## config.mk

```make
export PLATFORM = sky130hd
export DESIGN_NAME = bin_to_digit_encoder
export DESIGN_NICKNAME = d
export VERILOG_FILES = /design/src/rtl/bin_to_digit_encoder.sv
export SDC_FILE = /design/constraint.sdc
export NUM_CORES = 1
export LEC_CHECK = 0
export BUFFER_PORTS_ARGS = -buffer_cell sky130_fd_sc_hd__buf_2
export CAP_MARGIN = 30
export CORE_ASPECT_RATIO = 1.1
export CORE_MARGIN = 2
export CORE_UTILIZATION = 26
export CTS_CLUSTER_SIZE = 10
export DETAILED_ROUTE_END_ITERATION = 7
export GPL_TIMING_DRIVEN = 0
export SKIP_CTS_REPAIR_TIMING = 1
export SLEW_MARGIN = 20
export SYNTH_ARGS = -nofsm -noshare
export SYNTH_HDL_FRONTEND = slang
export SYNTH_SLANG_ARGS = --single-unit
```

## constraint.sdc

```tcl
create_clock -name clk -period 1.35 [get_ports clk]
set_input_delay 0.27 -clock clk [delete_from_list [all_inputs] [get_ports clk]]
set_output_delay 0.27 -clock clk [all_outputs]
set_load 0.02 [all_outputs]
```

## src/rtl/bin_to_digit_encoder.sv

```systemverilog
// Sequential double-dabble binary-to-BCD encoder feeding seven-segment digit decoders.
// Optional build macro LEAD_BLANK_EN replaces leading zero digits with the blank code.
module bin_to_digit_encoder #(
  parameter int BIN_W  = 10,
  parameter int DIGITS = 3
) (
  input  logic                  clk,
  input  logic                  rst_n,
  input  logic                  start,
  input  logic [BIN_W-1:0]      bin,
  output logic                  busy,
  output logic                  done,
  output logic                  ovf,
  output logic [4*DIGITS-1:0]   digits
);

  localparam int BCD_W = 4 * DIGITS;
  localparam int CNT_W = $clog2(BIN_W + 1);
  localparam logic [63:0] MAX_VAL = 64'(10 ** DIGITS - 1);

  typedef enum logic [1:0] {
    ST_IDLE  = 2'd0,
    ST_SHIFT = 2'd1,
    ST_DONE  = 2'd2
  } state_t;

  state_t             state_q,    state_d;
  logic [BIN_W-1:0]   shift_q,    shift_d;
  logic [BCD_W-1:0]   bcd_q,      bcd_d;
  logic [CNT_W-1:0]   cnt_q,      cnt_d;
  logic               ovf_next_q, ovf_next_d;
  logic               busy_q,     busy_d;
  logic               done_q,     done_d;
  logic               ovf_q,      ovf_d;
  logic [BCD_W-1:0]   digits_q,   digits_d;

  // Adds 3 to every nibble that is 5 or more, ahead of the shift.
  function automatic logic [BCD_W-1:0] add3_all(input logic [BCD_W-1:0] v);
    logic [BCD_W-1:0] r;
    r = v;
    for (int i = 0; i < DIGITS; i++) begin
      if (v[4*i +: 4] >= 4'd5) begin
        r[4*i +: 4] = v[4*i +: 4] + 4'd3;
      end else begin
        r[4*i +: 4] = v[4*i +: 4];
      end
    end
    return r;
  endfunction

`ifdef LEAD_BLANK_EN
  // Blanks the run of zero digits from the top down; digit 0 is always shown.
  function automatic logic [BCD_W-1:0] blank_lead(input logic [BCD_W-1:0] v);
    logic [BCD_W-1:0] r;
    logic             lead;
    r    = v;
    lead = 1'b1;
    for (int i = DIGITS - 1; i >= 1; i--) begin
      if (lead && (v[4*i +: 4] == 4'h0)) begin
        r[4*i +: 4] = 4'hF;
      end else begin
        lead = 1'b0;
      end
    end
    return r;
  endfunction
`endif

  // Next-state and datapath logic for the three-state conversion FSM.
  always_comb begin
    state_d    = state_q;
    shift_d    = shift_q;
    bcd_d      = bcd_q;
    cnt_d      = cnt_q;
    ovf_next_d = ovf_next_q;
    busy_d     = busy_q;
    done_d     = 1'b0;
    ovf_d      = ovf_q;
    digits_d   = digits_q;
    case (state_q)
      ST_IDLE: begin
        if (start) begin
          shift_d    = bin;
          bcd_d      = '0;
          cnt_d      = CNT_W'(BIN_W);
          busy_d     = 1'b1;
          ovf_next_d = (64'(bin) > MAX_VAL);
          state_d    = ST_SHIFT;
        end else begin
          state_d    = ST_IDLE;
        end
      end
      ST_SHIFT: begin
        // Carries out of the top nibble fall off; ovf covers that range.
        {bcd_d, shift_d} = {add3_all(bcd_q), shift_q} << 1;
        cnt_d            = cnt_q - 1'b1;
        if (cnt_q == CNT_W'(1)) begin
          state_d = ST_DONE;
        end else begin
          state_d = ST_SHIFT;
        end
      end
      ST_DONE: begin
        if (ovf_next_q) begin
          digits_d = {DIGITS{4'hA}};
        end else begin
`ifdef LEAD_BLANK_EN
          digits_d = blank_lead(bcd_q);
`else
          digits_d = bcd_q;
`endif
        end
        ovf_d   = ovf_next_q;
        done_d  = 1'b1;
        busy_d  = 1'b0;
        state_d = ST_IDLE;
      end
      default: begin
        state_d = ST_IDLE;
        busy_d  = 1'b0;
      end
    endcase
  end

  // State and output registers; reset aborts any conversion in flight.
  always_ff @(posedge clk or negedge rst_n) begin
    if (!rst_n) begin
      state_q    <= ST_IDLE;
      shift_q    <= '0;
      bcd_q      <= '0;
      cnt_q      <= '0;
      ovf_next_q <= 1'b0;
      busy_q     <= 1'b0;
      done_q     <= 1'b0;
      ovf_q      <= 1'b0;
      digits_q   <= {DIGITS{4'hF}};
    end else begin
      state_q    <= state_d;
      shift_q    <= shift_d;
      bcd_q      <= bcd_d;
      cnt_q      <= cnt_d;
      ovf_next_q <= ovf_next_d;
      busy_q     <= busy_d;
      done_q     <= done_d;
      ovf_q      <= ovf_d;
      digits_q   <= digits_d;
    end
  end

  assign busy   = busy_q;
  assign done   = done_q;
  assign ovf    = ovf_q;
  assign digits = digits_q;

endmodule

```

==> out/results.tsv <==
metric	value	unit
Post-synth ARST share	100	%
Max Buffers Root-to-Sink	2	
dpl ws	-0.103	ns
Core Area	8360	µm²
DR vias/cell	4.71	
first-pass GRT wire length	8740	µm
setup ws final	0.0360	ns
Syn-to-layout area delta	28.9	%
critical-path maximum fanout	3	
Synth warnings	0	
Power Dens Cells	2070	nW/µm²
Final ANT Viol Nets	0	
Slew @ Worst Pin	0.462	ns
period utilisation layout	97.3	%
CP Class	reg2reg	
antenna violations before repair	0	
Req. time, crit path	1.53	ns
# fillers	872	
syn nets	236	
VDD IR max	786	µV
clock root cell	clkbuf_8	
synth cell count leaders	32 x dfrtp_1, 22 x nand2_1, 21 x o21ai_0, 16 x inv_1	
Inserted Clock Buffers	5	
DIE WIDTH	92.2	µm
Post-Route WL	5430	µm
Seq/Total Area, Yosys	50.2	%
result of the run	complete, no violations	
Die ar.	9310	µm²
Arr. time, crit path	1.50	ns
Hold Path Class	in2reg	
Cell Area, Synth	2220	µm²
Layout Nets	293	
Final Critical Period	1.31	ns
mean area per synthesized cell	10.3	µm²
GRT Total Usage	11.8	%
Critical Path Source Type	flip-flop	
final hold violations	0	
num rows	35	
Num Clock Sinks	44	
number of synthesized flops with an enable pin	0	
Slew headroom	69.2	%
TNS Setup	0	ns
share of layout cells above drive strength 1	40.8	%
Chip Height	101	µm
TritonCTS clock tree	yes	
area leader, netlist	dfrtp_1	
post-DR wirelength/cell	14.2	µm
max cap viols	0	
Mapped Cells	215	
# setup viols final	0	
Pre-antenna DRT Iters	4	
clock skew	0.0105	ns
htree depth	2	
Slew Viols, Final	0	
routability cong.	0.813	
DR DRC count	0	
Distinct cells, synth	42	
cell count after placement	354	
largest net degree at the start of global routing	29	
CP endpoint kind	flip-flop	
DP HPWL	3570	µm
worst skew pair latency	0.30	ns
vias in the first global route	1756	
# diodes	0	
DRT iter0 DRCs	101	
LEAKAGE	0.00127	µW
port buffer count	27	
post-route insts no fill	383	
synth top area cells	dfrtp_1 36%, dfstp_2 14%, o21ai_0 4.7%, ha_1 4.5%, nand2_1 3.7%	
most instantiated library cell after synthesis	dfrtp_1	
gr ovfl total	0	
Synth Register Bits	44	
Vias	1804	
Synth Flop Type	dfrtp_1	
Core Util, Final	34.3	%
share of the synthesized area in the top cell type	36.0	%
Worst-path clk slew	0.09	ns
starting density of the core	26.6	%
I/O pins	28	
fmax	761	MHz
[layout make-up]
class | count | area (µm²) | share of cell area [%]
Multi-Input combinational cell | 142 | 1040 | 36.4
Buffer | 13 | 101 | 3.54
Sequential cell | 44 | 1120 | 39.0
Clock buffer | 5 | 68.8 | 2.40
Clock inverter | 2 | 12.5 | 0.436
Tap cell | 111 | 139 | 4.85
Timing Repair Buffer | 50 | 323 | 11.3
Inverter | 16 | 60.1 | 2.10
[final timing paths]
kind / startpoint / to / slack [ns] / cells past startpoint
setup reg to reg: bcd_q[4] / bcd_q[6] / 0.04 / 5
hold reg to reg: digits[6] / digits[6] / 0.48 / 2
setup / recovery: bcd_q[4] / bcd_q[6] / 0.04 / 5
max in group asynchronous: rst_n / digits[3] / 0.39 / 3
hold / removal: bin[0] / shift_q[0] / 0.20 / 2
min in group asynchronous: rst_n / bcd_q[5] / 0.42 / 2
[sequential cells by signal, summed over array words and instances, names as in the netlist]
| name | flops |
|---|---|
| bcd_q | 12 |
| busy | 1 |
| shift_q | 10 |
| digits | 12 |
| state_q | 2 |
| ovf | 1 |
| cnt_q | 4 |
| ovf_next_q | 1 |
| done | 1 |
[kinds of logic (layout without fill, tap and decap cells)]
group	after synthesis	count (layout)	synth area share, %
multiplexers	1	1	0.506
flip-flops	44	44	50.2
AND/OR/NAND/NOR	56	56	13.0
buffers and inverters	29	86	6.92
XOR/XNOR	2	2	0.788
AO/OA/AOI/OAI	75	75	24.1
adder cells (fa/ha/maj)	8	8	4.50
[power by group]
group	switching [µW]	leakage [µW]	internal, µW	total, µW
registers	354	0.000531	1860	2210
clock network	480	0.0000400	352	831
logic	1490	0.000698	1390	2880
total	2320	0.00127	3610	5930
[cell usage in the layout, fill, tap and decap left out, types with 3 or more instances in the layout]
cell type,Yosys,final
nand2_1,22,22
clkbuf_8,0,5
ha_1,8,3
o31ai_1,9,8
buf_6,5,4
inv_1,16,10
buf_4,0,21
a32o_1,3,3
o2111ai_1,6,6
nor2b_4,0,3
ha_2,0,3
o211ai_1,3,3
dfstp_2,12,12
buf_2,6,32
nor2_1,8,8
dfrtp_1,32,31
a21oi_1,8,8
o21ai_0,21,20
nand2b_1,3,3
a22oi_1,9,9
inv_2,0,6
nor2b_1,12,9
[per-stage QoR]
step / power [µW] / instance area [µm²] / hold slack (ns)
6_report: 5930 / 2870 / 0.196
5_1_grt: 6390 / 2870 / 0.198
4_1_cts: 5350 / 2600 / -0.107
3_5_place_dp: 4520 / 2520 / 0.223
3_3_place_gp: 4430 / 2500 / 0.465
2_1_floorplan: 3890 / 2220 / -0.0256
[layer usage]
layer	vias to the layer above	share of wire [%]	global-route usage, %
li1	886	-	-
met1	859	49	16.4
met2	52	45	18.0
met3	7	4.6	2.99
met4	0	1.2	4.13
met5	-	0	0
[critical path, stage by stage, from the launching register on]
cell      delay, ns
dfrtp_1        0.40
buf_4          0.15
ha_1           0.22
nor2b_4        0.15
o21a_4         0.16
o211ai_1       0.10
Note: power is estimated with default switching activity, not from simulation.
